[config.mk]
export PLATFORM = sky130hd
export DESIGN_NAME = datapath_issue_ctrl
export DESIGN_NICKNAME = d
export VERILOG_FILES = /design/src/rtl/datapath_issue_ctrl.sv
export SDC_FILE = /design/constraint.sdc
export NUM_CORES = 1
export LEC_CHECK = 0
export CORE_ASPECT_RATIO = 0.6
export CORE_MARGIN = 5
export CORE_UTILIZATION = 39
export CTS_CLUSTER_DIAMETER = 150
export CTS_CLUSTER_SIZE = 40
export DETAILED_ROUTE_END_ITERATION = 6
export SYNTH_ARGS = -nofsm -noshare
export SYNTH_HDL_FRONTEND = slang
export SYNTH_SLANG_ARGS = --single-unit
[constraint.sdc]
create_clock -name clock -period 6.8 [get_ports clock]
set_input_delay 1.36 -clock clock [delete_from_list [all_inputs] [get_ports clock]]
set_output_delay 1.36 -clock clock [all_outputs]
set_load 0.005 [all_outputs]
[src/rtl/datapath_issue_ctrl.sv]
// ---------------------------------------------------------------------------
// datapath_issue_ctrl
//   Issue/control stage for a register-file + ALU datapath. MIPS R/I-type ALU
//   instructions are queued in a small FIFO, then decoded one at a time into
//   register-file and ALU controls. ALUResult is looped back as write data.
//   Immediates and shift amounts have no direct ALU input, so they are first
//   written into a reserved scratch register (STAGE), then used as an
//   ordinary register operand (EXEC).
//
// Ports
//   clock, reset_n     rising-edge clock, asynchronous active-low reset
//   instr/instr_valid  instruction word and its valid strobe
//   instr_ready        FIFO not full; a push happens on valid && ready
//   RegWrite           register-file write enable
//   ReadAddr1/2        ALU operand A (shift amount) / operand B registers
//   WriteAddr          destination register
//   ALUFN              ALU function code
//   WriteData          register-file write data
//   ALUResult          combinational ALU result from the datapath
//   busy               FIFO non-empty or FSM not idle
//   illegal            one-cycle pulse when an unsupported instruction is dropped
// ---------------------------------------------------------------------------
module datapath_issue_ctrl #(
   parameter int Nloc    = 32,
   parameter int Dbits   = 32,
   parameter int DEPTH   = 4,
   parameter int SCRATCH = 1
) (
   input  logic                    clock,
   input  logic                    reset_n,
   input  logic [31:0]             instr,
   input  logic                    instr_valid,
   output logic                    instr_ready,
   output logic                    RegWrite,
   output logic [$clog2(Nloc)-1:0] ReadAddr1,
   output logic [$clog2(Nloc)-1:0] ReadAddr2,
   output logic [$clog2(Nloc)-1:0] WriteAddr,
   output logic [4:0]              ALUFN,
   output logic [Dbits-1:0]        WriteData,
   input  logic [Dbits-1:0]        ALUResult,
   output logic                    busy,
   output logic                    illegal
);

   localparam int LGN = $clog2(Nloc);
   localparam int PW  = $clog2(DEPTH);

   localparam logic [4:0] FN_ADD = 5'b00001;
   localparam logic [4:0] FN_SUB = 5'b10001;
   localparam logic [4:0] FN_SLL = 5'b00010;
   localparam logic [4:0] FN_SRL = 5'b01010;
   localparam logic [4:0] FN_SRA = 5'b01110;
   localparam logic [4:0] FN_AND = 5'b00000;
   localparam logic [4:0] FN_OR  = 5'b00100;
   localparam logic [4:0] FN_XOR = 5'b01000;
   localparam logic [4:0] FN_NOR = 5'b01100;
   localparam logic [4:0] FN_LT  = 5'b10011;
   localparam logic [4:0] FN_LTU = 5'b10111;

   typedef enum logic [1:0] {S_IDLE, S_STAGE, S_EXEC} state_t;

   typedef struct packed {
      logic       legal;
      logic       rtype;
      logic       is_shamt;   // shift by instruction shamt field
      logic       is_lui;
      logic       zext;       // logical immediates are zero-extended
      logic [4:0] fn;
   } dec_t;

   function automatic dec_t f_decode(input logic [31:0] w);
      dec_t d;
      d       = '0;
      d.legal = 1'b1;
      if (w[31:26] == 6'h00) begin
         d.rtype = 1'b1;
         case (w[5:0])
            6'h00:       begin d.fn = FN_SLL; d.is_shamt = 1'b1; end
            6'h02:       begin d.fn = FN_SRL; d.is_shamt = 1'b1; end
            6'h03:       begin d.fn = FN_SRA; d.is_shamt = 1'b1; end
            6'h04:       d.fn = FN_SLL;
            6'h06:       d.fn = FN_SRL;
            6'h07:       d.fn = FN_SRA;
            6'h20, 6'h21: d.fn = FN_ADD;
            6'h22, 6'h23: d.fn = FN_SUB;
            6'h24:       d.fn = FN_AND;
            6'h25:       d.fn = FN_OR;
            6'h26:       d.fn = FN_XOR;
            6'h27:       d.fn = FN_NOR;
            6'h2A:       d.fn = FN_LT;
            6'h2B:       d.fn = FN_LTU;
            default:     d.legal = 1'b0;
         endcase
      end else begin
         case (w[31:26])
            6'h08, 6'h09: d.fn = FN_ADD;
            6'h0A:       d.fn = FN_LT;
            6'h0B:       d.fn = FN_LTU;
            6'h0C:       begin d.fn = FN_AND; d.zext = 1'b1; end
            6'h0D:       begin d.fn = FN_OR;  d.zext = 1'b1; end
            6'h0E:       begin d.fn = FN_XOR; d.zext = 1'b1; end
            6'h0F:       d.is_lui = 1'b1;
            default:     d.legal = 1'b0;
         endcase
      end
      return d;
   endfunction

   function automatic logic [4:0] f_dest(input logic [31:0] w, input dec_t d);
      return d.rtype ? w[15:11] : w[20:16];
   endfunction

   // Two-phase ops: every I-type ALU op except lui, and shamt shifts.
   // Writes to r0 are discarded, so their staging is skipped too.
   function automatic logic f_needs_stage(input logic [31:0] w);
      dec_t d;
      d = f_decode(w);
      return d.legal && !d.is_lui && (!d.rtype || d.is_shamt) && (f_dest(w, d) != 5'd0);
   endfunction

   // ---------------- instruction FIFO ----------------
   logic [31:0] r_mem [DEPTH];
   logic [PW:0] r_wptr, r_rptr;
   logic        w_full, w_empty, w_push, w_pop;
   logic [31:0] w_head;

   // Extra pointer MSB distinguishes full from empty when the indices match.
   assign w_full  = (r_wptr[PW] != r_rptr[PW]) && (r_wptr[PW-1:0] == r_rptr[PW-1:0]);
   assign w_empty = (r_wptr == r_rptr);
   assign w_push  = instr_valid && !w_full;
   assign w_head  = r_mem[r_rptr[PW-1:0]];

   // NOTE: FIFO storage has no reset; validity is tracked by the pointers alone.
   always_ff @(posedge clock) begin
      if (w_push) r_mem[r_wptr[PW-1:0]] <= instr;
   end

   // ---------------- FSM ----------------
   state_t      r_state, w_next;
   logic [31:0] r_ir;

   assign w_pop = !w_empty && (r_state == S_IDLE || r_state == S_EXEC);

   // NOTE: sequential state uses non-blocking assignments so every register
   // samples pre-edge values regardless of block ordering.
   always_ff @(posedge clock or negedge reset_n) begin
      if (!reset_n) begin
         r_state <= S_IDLE;
         r_ir    <= '0;
         r_wptr  <= '0;
         r_rptr  <= '0;
      end else begin
         r_state <= w_next;
         if (w_push) r_wptr <= r_wptr + 1'b1;
         if (w_pop) begin
            r_rptr <= r_rptr + 1'b1;
            r_ir   <= w_head;
         end
      end
   end

   dec_t       w_dec;
   logic [4:0] w_dest;

   assign w_dec  = f_decode(r_ir);
   assign w_dest = f_dest(r_ir, w_dec);

   // NOTE: every output and next-state signal gets a default first, so no
   // path through the case can leave a value held (no latches).
   always_comb begin
      w_next    = r_state;
      RegWrite  = 1'b0;
      ReadAddr1 = '0;
      ReadAddr2 = '0;
      WriteAddr = '0;
      ALUFN     = '0;
      WriteData = '0;
      illegal   = 1'b0;

      case (r_state)
         S_STAGE: begin
            w_next    = S_EXEC;
            RegWrite  = 1'b1;
            WriteAddr = LGN'(SCRATCH);
            if (w_dec.is_shamt)  WriteData = Dbits'(r_ir[10:6]);
            else if (w_dec.zext) WriteData = Dbits'({16'h0000, r_ir[15:0]});
            else                 WriteData = Dbits'({{16{r_ir[15]}}, r_ir[15:0]});
         end
         S_EXEC: begin
            if (!w_dec.legal) begin
               illegal = 1'b1;
            end else if (w_dest != 5'd0) begin
               RegWrite  = 1'b1;
               WriteAddr = LGN'(w_dest);
               if (w_dec.is_lui) begin
                  WriteData = Dbits'({r_ir[15:0], 16'h0000});
               end else begin
                  ALUFN     = w_dec.fn;
                  WriteData = ALUResult;
                  if (w_dec.rtype) begin
                     ReadAddr1 = w_dec.is_shamt ? LGN'(SCRATCH) : LGN'(r_ir[25:21]);
                     ReadAddr2 = LGN'(r_ir[20:16]);
                  end else begin
                     ReadAddr1 = LGN'(r_ir[25:21]);
                     ReadAddr2 = LGN'(SCRATCH);
                  end
               end
            end
         end
         default: ;
      endcase

      // Leaving IDLE or finishing EXEC both pick up the next queued instruction.
      if (r_state != S_STAGE) begin
         if (w_pop) w_next = f_needs_stage(w_head) ? S_STAGE : S_EXEC;
         else       w_next = S_IDLE;
      end
   end

   assign instr_ready = !w_full;
   assign busy        = !w_empty || (r_state != S_IDLE);

endmodule

Yosys cells after proc, flatten, opt, wreduce, memory -nomap -nowiden
Memories as Yosys holds them, arrays and structs flattened.
Index checks and enable logic that the tools add are counted.
Widths: inputs -> output; s select.
{"block": "word_totals", "mem_bits_rw": 128, "elab_cells": 157, "ff_bits": 40, "out_inout_bits": 56, "in_bits": 67, "n_memories": 1}
{"block": "op_classes", "reduce_logical": 36, "mux": 62, "n_addsub": 2, "eq_ne": 52}
{"memory": "r_mem", "depth": 4, "word_bits": 32, "read_ports": 1, "rd_clocked_by_memory_dff": 0, "wr": 1, "line": "122", "source": "logic [31:0] r_mem [DEPTH];"}
{"op": "$mux 32", "n": 5}
{"op": "$eq 6x6->1 const B", "n": 20}
{"op": "$mux 5", "n": 20}
{"op": "$eq 6x4->1 const B", "n": 16}
{"op": "$pmux 32 s2", "n": 1}
{"op": "$pmux 5 s10", "n": 1}
{"op": "$eq 6x3->1 const B", "n": 6}
{"op": "$reduce_or 16->1", "n": 2}
{"op": "$pmux 5 s5", "n": 1}
{"op": "$eq 6x2->1 const B", "n": 4}
{"op": "$logic_not 6->1", "n": 4}
{"op": "$mux 2", "n": 12}
{"op": "$mux 1", "n": 20}
{"op": "$reduce_or 8->1", "n": 2}
{"op": "$reduce_or 2->1", "n": 6}
{"op": "$reduce_or 3->1", "n": 4}
{"op": "$pmux 5 s2", "n": 1}
{"op": "$reduce_bool 5->1", "n": 2}
{"op": "$add 3x1->3 const B", "n": 2}
{"op": "$logic_and 1x1->1", "n": 6}
{"op": "$logic_not 1->1", "n": 4}
{"op": "$reduce_bool 2->1", "n": 2}
{"op": "$eq 3x3->1", "n": 1}
{"op": "$logic_or 1x1->1", "n": 3}
{"op": "other kinds (7)", "n": 7}

Logic depth before layout (Yosys ltp)
Gate-level depths: netlist of run 1.
An unclocked memory read counts as a cell.
{"block": "depth", "ltp_word": 14, "mapped_depth": 8, "mapped_depth_nobuf": 6}

Worst setup path before layout of run 1
Ideal clock, no wire load.
{"block": "synth_timing", "path_type": "register to output", "from": "reg r_ir[12]", "to": "out WriteData[10]", "t_required_ns": 5.440, "t_arrival_ns": 1.753, "setup_slack_ns": 3.687, "path_buffers": 1, "stages_incl_launch_ff": 7, "path_cell_list": "dfrtp_1 > or4_1 > o211ai_2 > o21ai_1 > o211a_1 > buf_2 > a32o_1"}
{"block": "synth_between", "elab_chain_cells": 5}
{"item": "from (decl)", "line": "140", "source": "logic [31:0] r_ir;"}
{"item": "from (signal assigned)", "line": "157", "source": "r_ir <= w_head;"}
{"item": "$mux 5", "line": "110", "source": "return d.rtype ? w[15:11] : w[20:16];"}
{"item": "$reduce_bool 5->1", "line": "192", "source": "end else if (w_dest != 5'd0) begin"}
{"item": "$mux 32", "line": "192"}
{"item": "$mux 32", "line": "190", "source": "if (!w_dec.legal) begin"}
{"item": "$pmux 32 s2", "line": "180", "source": "case (r_state)"}
{"item": "to (decl)", "line": "39", "source": "output logic [Dbits-1:0] WriteData,"}
No other way between the ends.

Worst setup path in the final report of run 1
{"block": "layout_timing", "from": "reg r_state[1]", "to": "out WriteData[23]"}
{"block": "layout_between", "elab_chain_cells": 2, "elab_cells_between_ends": 3, "classes_between": "2 x eq/ne; 1 x mux"}
{"item": "from (decl)", "line": "139", "source": "state_t r_state, w_next;"}
{"item": "from (signal assigned)", "line": "153", "source": "r_state <= w_next;"}
{"item": "$eq 2x2->1 / $eq 2x1->1 (equally long branches)", "line": "180"}
{"item": "$pmux 32 s2 *", "line": "180"}
Mark *: on every way between the ends. The rest lies on a longest branch, timed or not.

==> results of run 1 <==
-- power breakdown --
part,switching (W),internal [W],total [W],leakage [nW]
Sequential,0.000258,0.00144,0.00170,1.64
Clock,0.000415,0.000536,0.000950,0.283
Combinational,0.000779,0.000753,0.00153,1.51
Total,0.00145,0.00273,0.00418,3.43
-- state kept, by name, indices dropped and copies added (netlist names) --
register	count
r_mem	128
r_ir	32
r_rptr	3
r_wptr	3
r_state	2
-- worst max-delay path by stage --
stage	from	end	cells past startpoint
finish	r_state[1]	WriteData[23]	7
global route	r_state[0]	WriteData[27]	7
CTS	r_state[1]	WriteData[23]	7
detailed placement	r_state[1]	WriteData[23]	7
global placement	r_state[0]	WriteData[27]	7
floorplan	r_ir[12]	WriteData[10]	6
-- synth_stat cells, drive strengths merged, types with 2 or more instances --
cell      n
edfxtp  128
dfrtp    40
mux4     32
o21ai    29
mux2     26
nand2    24
nor2     24
mux2i    19
inv      18
nor3     18
buf      17
a21oi    13
a32o     10
clkbuf    9
ha        8
xor2      6
a31oi     5
and3      5
nand3     5
o211ai    4
o32ai     4
a31o      3
and2      3
nor4      3
nand4     2
or3       2
or4       2
xnor2     2
-- layout make-up --
cell class | instances | area share, %
sequential | 168 | 51.1
multi-input combinational | 263 | 25.5
timing repair buffer | 128 | 13.3
clock buffer | 20 | 4.81
tap | 246 | 3.24
clock inverter | 12 | 1.41
inverter | 18 | 0.712
antenna | 1 | 0.0264
-- through the flow --
stage | setup WS [ps] | util, % | instances | total power (W) | area (µm²)
2_1_floorplan | 3690 | - | 475 | 0.00273 | 7480
3_3_place_gp | 2380 | 47.0 | 823 | 0.00323 | 8900
3_5_place_dp | 2170 | 47.0 | 823 | 0.00327 | 8900
4_1_cts | 1710 | 50.1 | 855 | 0.00422 | 9490
5_1_grt | 1420 | 50.1 | 855 | 0.00443 | 9490
6_report | 1640 | 50.1 | 856 | 0.00418 | 9490
-- worst max-delay path, delay by kind of cell, from the launching register on --
family / cells / cell delay, ps
buf+inv: 2 / 620
simple gates: 2 / 970
compound gates: 2 / 1160
fa+ha+maj: 1 / 290
flops: 1 / 360
-- routing by layer --
layer | vias up | share of wire (%) | track usage, %
met4 | 0 | 0.89 | 3.69
li1 | 2117 | - | -
met1 | 2436 | 48 | 25.6
met5 | - | 0 | 0
met3 | 15 | 6.7 | 4.18
met2 | 176 | 45 | 26.4
-- layout by cell type (no fill, tap or decap), types with 3 or more instances in the layout --
| cell type | Yosys | layout |
|---|---|---|
| a21oi_1 | 13 | 13 |
| a31o_2 | 3 | 3 |
| a31oi_1 | 5 | 5 |
| a32o_1 | 10 | 10 |
| and2_1 | 3 | 3 |
| and3_1 | 5 | 5 |
| buf_4 | 1 | 6 |
| clkbuf_16 | 0 | 17 |
| clkdlybuf4s50_1 | 0 | 121 |
| clkinv_4 | 0 | 3 |
| dfrtp_1 | 40 | 38 |
| edfxtp_1 | 128 | 128 |
| ha_1 | 8 | 8 |
| inv_1 | 18 | 18 |
| inv_6 | 0 | 4 |
| mux2_2 | 26 | 26 |
| mux2i_1 | 19 | 19 |
| mux4_1 | 6 | 6 |
| mux4_2 | 26 | 26 |
| nand2_1 | 24 | 24 |
| nand3_1 | 5 | 5 |
| nor2_1 | 23 | 23 |
| nor3_1 | 17 | 17 |
| o211ai_2 | 3 | 3 |
| o21ai_0 | 27 | 27 |
| o32ai_1 | 4 | 4 |
| xor2_1 | 6 | 6 |
-- cell families (layout without fill, tap and decap cells) --
| kind of cell | after synthesis | in the layout |
|---|---|---|
| flops | 168 | 168 |
| simple gates | 93 | 93 |
| mux | 77 | 77 |
| compound gates | 77 | 77 |
| buf+inv | 44 | 178 |
| fa+ha+maj | 8 | 8 |
| xor+xnor | 8 | 8 |
| other cells | 0 | 1 |
==> impl_results.rst, run 1 <==
.. list-table::
   :header-rows: 1

   * - Metric
     - Value
   * - Outcome
     - complete, no violations
   * - Dominant combinational cell family by area after synthesis
     - multiplexers
   * - Post-synthesis cell type with the largest combined area
     - edfxtp_1
   * - Hold path depth
     - 1
   * - Cell Pwr Density
     - 441 nW/µm²
   * - Worst min path class
     - register to register
   * - Number of nets produced by synthesis
     - 550
   * - Number of cells upsized or downsized after cts
     - 0
   * - Total half-perimeter wirelength after legalization and detailed placement
     - 12.8 mm
   * - Number of clock buffers inserted by TritonCTS
     - 17
   * - Kind of critical path
     - register to output pin
   * - Setup TNS
     - 0 ps
   * - Number of DRC violations after detailed-routing iteration 0
     - 372
   * - Number of rows created at floorplan
     - 39
   * - Maximum clock frequency
     - 194 MHz
   * - Number of enable-type register cells in the synthesized netlist
     - about 130
   * - Slowest Stage Delay on Critical Path
     - 860 ps
   * - Destination of the worst hold path
     - r_wptr[2]
   * - Complex-gate fraction of the synthesized area
     - 7.26%
   * - Final weighted congestion of routability-driven global placement
     - just over 0.8
   * - Slew @ Worst Pin
     - between 1000 and 1500 ps
   * - Footprint of the multi-input gates
     - about 2400 µm²
   * - Share of final-layout standard cells stronger than drive strength 1
     - 17.4%
   * - Startpoint Class
     - register
   * - Series of cell instances along the critical path
     - inv_1 -> ha_1 -> nand2_1 -> a21oi_1 -> nand3_1 -> o21ai_0 -> clkdlybuf4s50_1
   * - Clk Tree Root Cell
     - clkbuf_16
   * - Worst Path Required
     - 5440 ps
   * - Aggregate global-route resource usage
     - 17.3%
   * - Final Max Slew Viols
     - 0
   * - Start of the worst register-to-register path
     - r_rptr[1]
   * - Post-detailed-route count of antenna-violating nets
     - 0
   * - Clock Skew
     - 12.5 ps
   * - Synthesized-area fraction occupied by xor and xnor cells
     - less than 1%
   * - Post-synthesis adder-cell area fraction
     - ~1.3%
   * - Rel. slew slack
     - 23.0%
   * - Shortest period the worst path allows
     - 5160 ps
   * - Arrival time at the worst endpoint
     - between 3000 and 4000 ps
   * - Die Width
     - ~190 µm
   * - Distinct cells, synth
     - 54
   * - Depth of the most critical reg-to-reg path
     - 5
   * - Drt first pass iters
     - 5
   * - Endpoint of the worst-slack reg-to-reg timing path
     - r_mem[0][3]
   * - LEAKAGE
     - 3.43 nW
   * - DIE AREA
     - 22100 µm²
   * - Final #Nets
     - 671
   * - Total routed wirelength
     - 18.6 mm
   * - # hold bufs at CTS
     - 0
   * - Number of storage elements in the synthesis netlist
     - 168
   * - Drt wl/cell
     - 21.7 µm
   * - Share of synthesized flip-flops with an asynchronous set or reset
     - 23.8%
   * - Total DRC errors in the routed layout
     - 0
   * - Latest clock arrival within the worst-skew pair
     - around 430 ps
   * - Post-Synthesis Cell Area
     - roughly 7500 µm²
   * - First-pass GRT wire length
     - between 20 and 30 mm
   * - Area share of the largest cell type after synthesis
     - approximately half
   * - Worst Hold Launch
     - r_wptr[2]
   * - Final count of hold timing violations
     - 0
   * - Post-detailed-route via-to-cell ratio
     - 5.54
   * - Sequential cell area fraction in the yosys report
     - 64.8%
   * - Setup violators final
     - 0
   * - Number of H-tree levels
     - 4
   * - Mapped Cells
     - 475
   * - Yosys warnings
     - 0
   * - Number of global-route vias before repair
     - 4837
   * - Number of antenna violations at the first check in global routing
     - 0
   * - Top area cells in the synthesized netlist
     - edfxtp_1, dfrtp_1, mux4_2, mux2_2, mux2i_1
   * - Number of maximum-capacitance constraint violations
     - 0
   * - Post-synthesis average cell area
     - 15.7 µm²
   * - Total via count after detailed routing
     - 4744
   * - Clock tree from TritonCTS
     - done
   * - Hold Worst Slack
     - 492 ps
   * - I/O pin total
     - 123
   * - Clock transition at the registers of the reported paths
     - 60 ps
   * - Mux cell area share after synthesis
     - 16.4%
   * - Core area
     - ~19000 µm²
   * - Aggregate global routing overflow
     - 0
   * - Slack of the worst reg-to-reg path
     - about 3900 ps
   * - Maximum count of clock buffers along a single path
     - 2
   * - Initial Utilization
     - between 30% and 40%
   * - Die H
     - ~120 µm
   * - Sort of element at the end of the critical path
     - output pin
   * - Synth-to-layout area growth
     - 26.9%
   * - Setup repair bufs after CTS
     - 0
   * - Layout fillers
     - 1605
   * - Worst IR Drop VDD
     - 0.235 mV
   * - Synth Flop Type
     - edfxtp_1
   * - Cell with the biggest individual delay on the critical path
     - a21oi_1
   * - Post-synthesis simple-gate area fraction
     - under 10%
   * - Maximum number of pins on one net before global-route repair
     - 43
   * - Sink Count
     - 168
   * - Setup repair after global routing missed its margin
     - false
   * - Final period util
     - 75.9%
   * - Maximum fanout along the worst path
     - 16
   * - # port buffers
     - 122
   * - Register area
     - 4850 µm²
Power figures use the tool's default switching activity.
==> run 2, diff against run 1 <==
Clock period 6.8 ns to 4.7 ns, I/O delays scaled along.
==> run 2 against run 1 <==
Total power grew 45%. Final area is essentially flat. Count of clock-buffer cells in the layout shrank 1. Largest power group unchanged. Highest routed layer unchanged. Combinational power grew 51%. Sequential power grew 41%. Critical endpoint is now ALUFN[3]. Clock power grew 42%. Critical path depth shrank 1.
==> impl_results.rst, run 2 (synthesized netlist as in run 1, its figures left out) <==
.. list-table::
   :header-rows: 1

   * - Metric
     - Value
   * - Final #Nets
     - 673
   * - Latest clock arrival within the worst-skew pair
     - between 400 and 500 ps
   * - Final period util
     - 93.6%
   * - Total DRC errors in the routed layout
     - 0
   * - Setup violators final
     - 0
   * - Maximum clock frequency
     - 227 MHz
   * - Shortest period the worst path allows
     - 4400 ps
   * - Hold path depth
     - 1
   * - Synth-to-layout area growth
     - 27.0%
   * - Leading cell type in the layout, fill and taps excluded
     - edfxtp_1
   * - Share of final-layout standard cells stronger than drive strength 1
     - 17.3%
   * - # port buffers
     - around 120
   * - Final Max Slew Viols
     - 0
   * - Final Instance Count excl. Fillers
     - roughly 860
   * - Slew @ Worst Pin
     - roughly 1100 ps
   * - Most frequent cells in the layout
     - edfxtp_1, clkdlybuf4s50_1, dfrtp_1, o21ai_0
   * - Core area
     - roughly 19000 µm²
   * - Initial Utilization
     - 39.5%
   * - Number of global-route vias before repair
     - ~4900
   * - Die Width
     - between 150 and 200 µm
   * - Total power after layout
     - 0.00606 W
   * - Rel. slew slack
     - 26.0%
   * - Clock Skew
     - a little over 9 ps
   * - Drt wl/cell
     - about 22 µm
   * - Startpoint Class
     - register
   * - Number of clock buffers inserted by TritonCTS
     - 17
   * - Clock transition at the registers of the reported paths
     - 60 ps
   * - Total half-perimeter wirelength after legalization and detailed placement
     - 13.2 mm
   * - Diode insertion count for antenna repair
     - 0
   * - Setup repair bufs after CTS
     - 0
   * - Setup repair after global routing missed its margin
     - false
   * - Number of H-tree levels
     - 4
   * - Outcome
     - complete, no violations
   * - First-pass GRT wire length
     - 28.8 mm
   * - I/O pin total
     - 123
   * - Total via count after detailed routing
     - 4725
   * - Maximum number of pins on one net before global-route repair
     - 43
   * - Aggregate global routing overflow
     - 0
   * - Worst IR Drop VDD
     - between 0.3 and 0.4 mV
   * - Kind of critical path
     - register to output pin
   * - Number of flip-flops under the largest register name
     - between 100 and 150
   * - Aggregate global-route resource usage
     - between 10% and 20%
   * - Sort of element at the end of the critical path
     - output pin
   * - Cell Pwr Density
     - 637 nW/µm²
   * - Number of rows created at floorplan
     - 39
   * - DIE AREA
     - 22100 µm²
   * - Final weighted congestion of routability-driven global placement
     - 0.843
   * - Total routed wirelength
     - 18.9 mm
   * - Final count of hold timing violations
     - 0
   * - Number of placed cells counting well taps
     - ~830
   * - Die H
     - 117 µm
   * - Arrival time at the worst endpoint
     - 3460 ps
   * - Worst Path Required
     - approximately 3800 ps
   * - Drt first pass iters
     - 5
   * - Number of maximum-capacitance constraint violations
     - 0
   * - Maximum count of clock buffers along a single path
     - 2
   * - Number of antenna violations at the first check in global routing
     - 0
   * - Setup TNS
     - 0 ps
   * - Post-detailed-route via-to-cell ratio
     - 5.51
   * - Sink Count
     - 168
   * - Post-detailed-route count of antenna-violating nets
     - 0
   * - Depth of the most critical reg-to-reg path
     - 6
   * - Clock tree from TritonCTS
     - done
   * - Number of DRC violations after detailed-routing iteration 0
     - 330
   * - Worst min path class
     - register to register
   * - LEAKAGE
     - 3.44 nW
   * - Layout fillers
     - 1600
   * - Maximum fanout along the worst path
     - 16
   * - Clk Tree Root Cell
     - clkbuf_16
[run 2: through the flow]
stage	utilization, %	worst slack [ps]	hold slack, ps	area [µm²]
floorplan	-	2010	460	7480
global placement	47.2	673	475	8930
detailed placement	47.2	445	479	8930
CTS	50.2	261	491	9500
global route	50.2	87.8	499	9500
finish	50.2	299	491	9500
[run 2: timing repair]
action / 4_1_cts / 5_1_grt
resized for setup: 1 / 0
setup endpoints to repair: 3 / 0
hold buffers: 0 / 0
[run 2: final timing paths]
path                           start          to  slack [ps]
setup reg to reg           r_rptr[0]  r_state[1]        2190
hold reg to reg            r_wptr[2]   r_wptr[2]         490
min in group asynchronous    reset_n   r_wptr[1]         670
max in group asynchronous    reset_n   r_rptr[0]        3350
hold / removal             r_wptr[2]   r_wptr[2]         490
setup / recovery            r_ir[26]    ALUFN[3]         300
[run 2: critical path, cell delays in order, from the launching register on]
cell	delay, ps
dfrtp_1	450
or3_1	480
nor2_1	630
nor2_1	130
o21bai_2	650
nor3_1	200
clkdlybuf4s50_1	500
[run 2: power breakdown]
part           total [W]  switching, W  internal (W)  leakage [nW]
Clock            0.00135      0.000607      0.000748         0.276
Sequential       0.00239      0.000300       0.00209          1.64
Combinational    0.00231       0.00121       0.00110          1.52
[run 2: cell type report]
class                   count  area (µm²)  area share, %
flip-flops and latches    168        4850           51.0
multi-input cells         263        2420           25.5
repair buffers            130        1290           13.6
clock buffers              19         433           4.56
well taps                 246         308           3.24
clock inverters            13         136           1.44
inverters                  18        67.6          0.711
[run 2: metal layers]
layer | track usage (%) | routed length (µm) | vias to the layer above
met3 | 4.36 | 1200 | 17
met4 | 3.54 | 121 | 0
met5 | 0 | 0 | -
li1 | - | - | 2121
met1 | 25.4 | 9050 | 2432
met2 | 26.5 | 8500 | 155
==> run 3, diff against run 2 <==
Settings changed: PLACE_DENSITY set to 0.7.
==> run 3 against run 2 <==
Combinational power about the same. Non-clock buffer count increased by 1. Clock power about the same. Final area increased by 0.17%.
==> impl_results.rst, run 3 (synthesized netlist as in run 1, its figures left out) <==
.. list-table::
   :header-rows: 1

   * - Metric
     - Value
   * - Outcome
     - complete, no violations
   * - Setup violators final
     - 0
   * - Routed metal-1 wirelength
     - 8.42 mm
   * - Endpoint of the worst-slack reg-to-reg timing path
     - r_state[1]
   * - Sort of element at the end of the critical path
     - output pin
   * - Depth of the most critical reg-to-reg path
     - 6
   * - Post-detailed-route count of antenna-violating nets
     - 0
   * - Maximum fanout along the worst path
     - 16
   * - Internal Power
     - 0.00400 W
   * - Footprint of the multi-input gates
     - 2420 µm²
   * - # port buffers
     - 122
   * - Final setup slack of the worst path
     - ~370 ps
   * - Maximum clock frequency
     - between 200 and 250 MHz
   * - Number of DRC violations after detailed-routing iteration 0
     - 380
   * - Worst IR Drop VDD
     - about 0.37 mV
   * - Final weighted congestion of routability-driven global placement
     - 0.905
   * - Number of placed cells counting well taps
     - 826
   * - Clock transition at the registers of the reported paths
     - 60 ps
   * - Number of flip-flops under the largest register name
     - 128
   * - Register area
     - 4850 µm²
   * - Slew @ Worst Pin
     - approximately 1100 ps
   * - First-pass GRT wire length
     - 28.6 mm
   * - Worst Hold Launch
     - r_wptr[2]
   * - Number of antenna violations at the first check in global routing
     - 1
   * - Die H
     - 117 µm
   * - Aggregate global-route resource usage
     - 17.2%
   * - Met2 Wirelength
     - between 8 and 9 mm
   * - DIE AREA
     - 22100 µm²
   * - Start of the worst register-to-register path
     - r_rptr[0]
   * - Placement-stage cell area
     - 8920 µm²
   * - Proportion of total power due to net switching
     - 33.9%
   * - Final std cell area, no fill
     - 9520 µm²
   * - Drt wl/cell
     - 21.9 µm
   * - Die Width
     - 189 µm
   * - Latest clock arrival within the worst-skew pair
     - 420 ps
   * - Arrival time at the worst endpoint
     - 3390 ps
   * - Leading cell type in the layout, fill and taps excluded
     - edfxtp_1
   * - Synth-to-layout area growth
     - 27.2%
   * - Number of clock buffers inserted by TritonCTS
     - 17
   * - Sink Count
     - 168
   * - Initial Utilization
     - 39.5%
   * - LEAKAGE
     - 3.45 nW
   * - Final Instance Count excl. Fillers
     - 859
   * - Core area
     - between 15000 and 20000 µm²
   * - Hold path depth
     - 1
   * - Drt first pass iters
     - 4
   * - Post-detailed-route via-to-cell ratio
     - about 5.5
   * - Maximum number of pins on one net before global-route repair
     - 43
   * - Most frequent cells in the layout
     - edfxtp_1, clkdlybuf4s50_1, dfrtp_1, o21ai_0
   * - Number of global-route vias before repair
     - 4825
   * - Destination of the worst hold path
     - r_wptr[2]
   * - Slack of the worst reg-to-reg path
     - 2160 ps
   * - DR top layer
     - met5
   * - Share of total power in combinational logic
     - between 30% and 40%
   * - Setup TNS
     - 0 ps
   * - Net switching power
     - 0.00205 W
   * - Final #Nets
     - 674
   * - Shortest period the worst path allows
     - 4330 ps
   * - Aggregate global routing overflow
     - 0
   * - Setup repair after global routing missed its margin
     - false
   * - Kind of critical path
     - register to output pin
   * - Rel. slew slack
     - 25.6%
   * - Final period util
     - between 90% and 100%
   * - Clk Tree Root Cell
     - clkbuf_16
   * - I/O pin total
     - ~120
   * - Total DRC errors in the routed layout
     - 0
   * - Total half-perimeter wirelength after legalization and detailed placement
     - 13.0 mm
   * - Maximum count of clock buffers along a single path
     - 2
   * - Sequential group share of total power
     - 39.4%
   * - Final count of hold timing violations
     - 0
   * - Clock network fraction of total power
     - 22.3%
   * - Total via count after detailed routing
     - 4744
   * - Number of rows created at floorplan
     - 39
   * - Layout fillers
     - 1576
   * - Cell Pwr Density
     - around 640 nW/µm²
   * - # hold bufs at CTS
     - 0
   * - Clock Skew
     - slightly above 8 ps
   * - Worst Path Required
     - 3760 ps
   * - Routed wl met3
     - 1.52 mm
   * - Total power after layout
     - a little over 0.006 W
   * - Clock tree from TritonCTS
     - done
   * - Number of maximum-capacitance constraint violations
     - 0
   * - Worst min path class
     - register to register
   * - Share of final-layout standard cells stronger than drive strength 1
     - between 10% and 20%
   * - Post-Place Worst Slack
     - about 470 ps
   * - Startpoint Class
     - register
   * - Number of H-tree levels
     - 4
   * - Final Max Slew Viols
     - 0
   * - Total routed wirelength
     - 18.8 mm
-- run 3: routing by layer --
layer	track usage, %	vias up
met3	5.75	14
met1	23.6	2427
met2	27.4	188
li1	-	2113
met4	3.59	2
met5	0	-
-- run 3: per-stage QoR --
step	utilization (%)	hold slack (ps)
floorplan	-	460
global placement	47.1	477
detailed placement	47.1	482
CTS	50.3	494
global route	50.3	520
finish	50.3	495
-- run 3: worst max-delay path, cell delays in order (launching register included) --
cell             delay, ps
dfrtp_1                360
inv_1                   70
ha_1                   290
nand2_1                250
a21oi_2                560
nand3_1                610
o21ai_0                280
clkdlybuf4s50_1        540
-- run 3: final cells by class --
type	instances	share of cell area, %
Clock inverter	4	0.302
Antenna cell	1	0.0263
Tap cell	246	3.23
Timing Repair Buffer	131	13.5
Inverter	18	0.710
Clock buffer	28	5.88
Multi-Input combinational cell	263	25.4
Sequential cell	168	50.9
-- run 3: power groups by stage --
stage	clock, W	sequential, W	combinational, W
after global routing	0.00143	0.00244	0.00252
after global placement	0	0.00236	0.00227
after floorplan	0	0.00227	0.00168
final	0.00135	0.00239	0.00232
after CTS	0.00137	0.00238	0.00234
after detailed placement	0	0.00240	0.00232
-- run 3: worst max path at each step --
stage	to	start	depth (start not counted)
6_report	WriteData[20]	r_state[0]	7
3_3_place_gp	WriteData[28]	r_state[0]	7
4_1_cts	WriteData[20]	r_state[0]	7
2_1_floorplan	WriteData[10]	r_ir[12]	6
3_5_place_dp	WriteData[20]	r_state[0]	7
5_1_grt	WriteData[22]	r_state[0]	7
-- run 3: timing repair --
item,CTS,global route
gates resized for setup,1,0
buffers inserted,0,0
setup endpoints to repair,1,0
==> edit, RTL diff (settings of run 2) <==
Change the parameter `DEPTH` from 4 to 8.
--- a/src/rtl/datapath_issue_ctrl.sv
+++ b/src/rtl/datapath_issue_ctrl.sv
@@ -23,7 +23,7 @@
 module datapath_issue_ctrl #(
    parameter int Nloc    = 32,
    parameter int Dbits   = 32,
-   parameter int DEPTH   = 4,
+   parameter int DEPTH   = 8,
    parameter int SCRATCH = 1
 ) (
    input  logic                    clock,
Behaviour: not the same (Yosys sat finds a counterexample within 10 cycles, from zero or initial values and one cycle with reset_n low).
==> edit against run 2 <==
Worst hold slack gained 17 ps; register-to-register slack got worse by 400 ps; sequential power up 62%; setup slack worse by 140 ps; non-clock buffer count is 15 higher; routed wire length rose by 59%; sequential share of layout area is 8.5 points higher; final area increased by 55%; first-iteration DRC count is 88% higher; total power grew 40%; sequential cell count rose by 130; clock power fell by 10%; via count grew 47%; synthesized area grew 68%; largest cell class unchanged.
==> edit: results <==
set metrics [dict create \
    dr.max_layer_used "met5" \
    clock-sinks 298 \
    grt_antenna_before_repair 3 \
    first_global_vias 6777 \
    postCtsResizedCells 2 \
    synthArstFlopShare 0.141 \
    signal_buffers 145 \
    met2_usage 0.236 \
    drtIter0Drc 622 \
    synthDistinctLibCells 50 \
    drt-wirelength-per-cell_um 23.6 \
    r2r_cells 7 \
    ir_drop_v 0.000298 \
    clock_buffers 16 \
    wl_met2_um 12800 \
    grt_max_degree 48 \
    netlist_top_cells_count "256 x edfxtp_1, 68 x nor2_1, 64 x mux4_2, 49 x mux2i_1" \
    buf_share 0.0965 \
    hold_slack_ps 508 \
    cp_max_fo 17 \
    num-nets-final 922 \
    worstPathArrival_ps 3600 \
    grt_use_met1 0.261 \
    cts_max_path_buffers 3 \
    rrSetupSlack_ps 1790 \
    ff_latch_area_um2 8740 \
    clock_area_frac 0.0221 \
    powerSeq_mw 3.87 \
    fillCellCount 2676 \
    n_all_inverters 6 \
    nMultiInputCombCells 388 \
    largest_reg_flops 256 \
    total_leakage_power_nw 4.74 \
    placed_cell_area_um2 14300 \
    outcome "complete, no violations" \
    multi_input_area_share 0.249 \
    dp_hpwl_um 19300 \
    synth_area_leaders "edfxtp_1 61%, mux4_2 12%, dfrtp_1 8.4%, mux2i_1 3.9%, nor2_1 2.0%" \
    cts_buffers 11 \
    cpPeakStageDelay_ps 570 \
    grtUsageTotal 0.164 \
    synth_edf_count 256 \
    synth_fa_ha_area_frac 0.00499 \
    max_slew_margin 0.304 \
    hold-path-endpoint "r_rptr[3]" \
    wl_met3_um 2100 \
    routabilityCongestion 0.846 \
]
edit: changes by cell type in the layout (fill, tap and decap cells not counted), sizes merged, moves of 18 or more:
cell / delta
edfxtp: +128
nor2: +46
mux4: +32
mux2i: +30
a21oi: +29
o21ai: -25
nor2b: +21
mux2: -20
o21a: +19
inv: -18
edit: worst max-delay path by stage:
| stage | start | end | slack [ps] | cells after the start |
|---|---|---|---|---|
| floorplan | r_rptr[0] | r_mem[0][0] | 590 | 8 |
| global placement | r_ir[26] | WriteData[14] | 560 | 8 |
| detailed placement | r_ir[26] | WriteData[23] | 450 | 7 |
| CTS | r_ir[26] | ALUFN[0] | 10 | 7 |
| global route | r_ir[26] | WriteData[14] | -20 | 8 |
| finish | r_ir[27] | WriteData[14] | 160 | 8 |
edit: worst max-delay path: cells and delay by family (launching register included):
kind | cells | cell delay (ps)
simple gates | 4 | 1500
flops | 1 | 470
compound gates | 2 | 360
buf+inv | 2 | 770
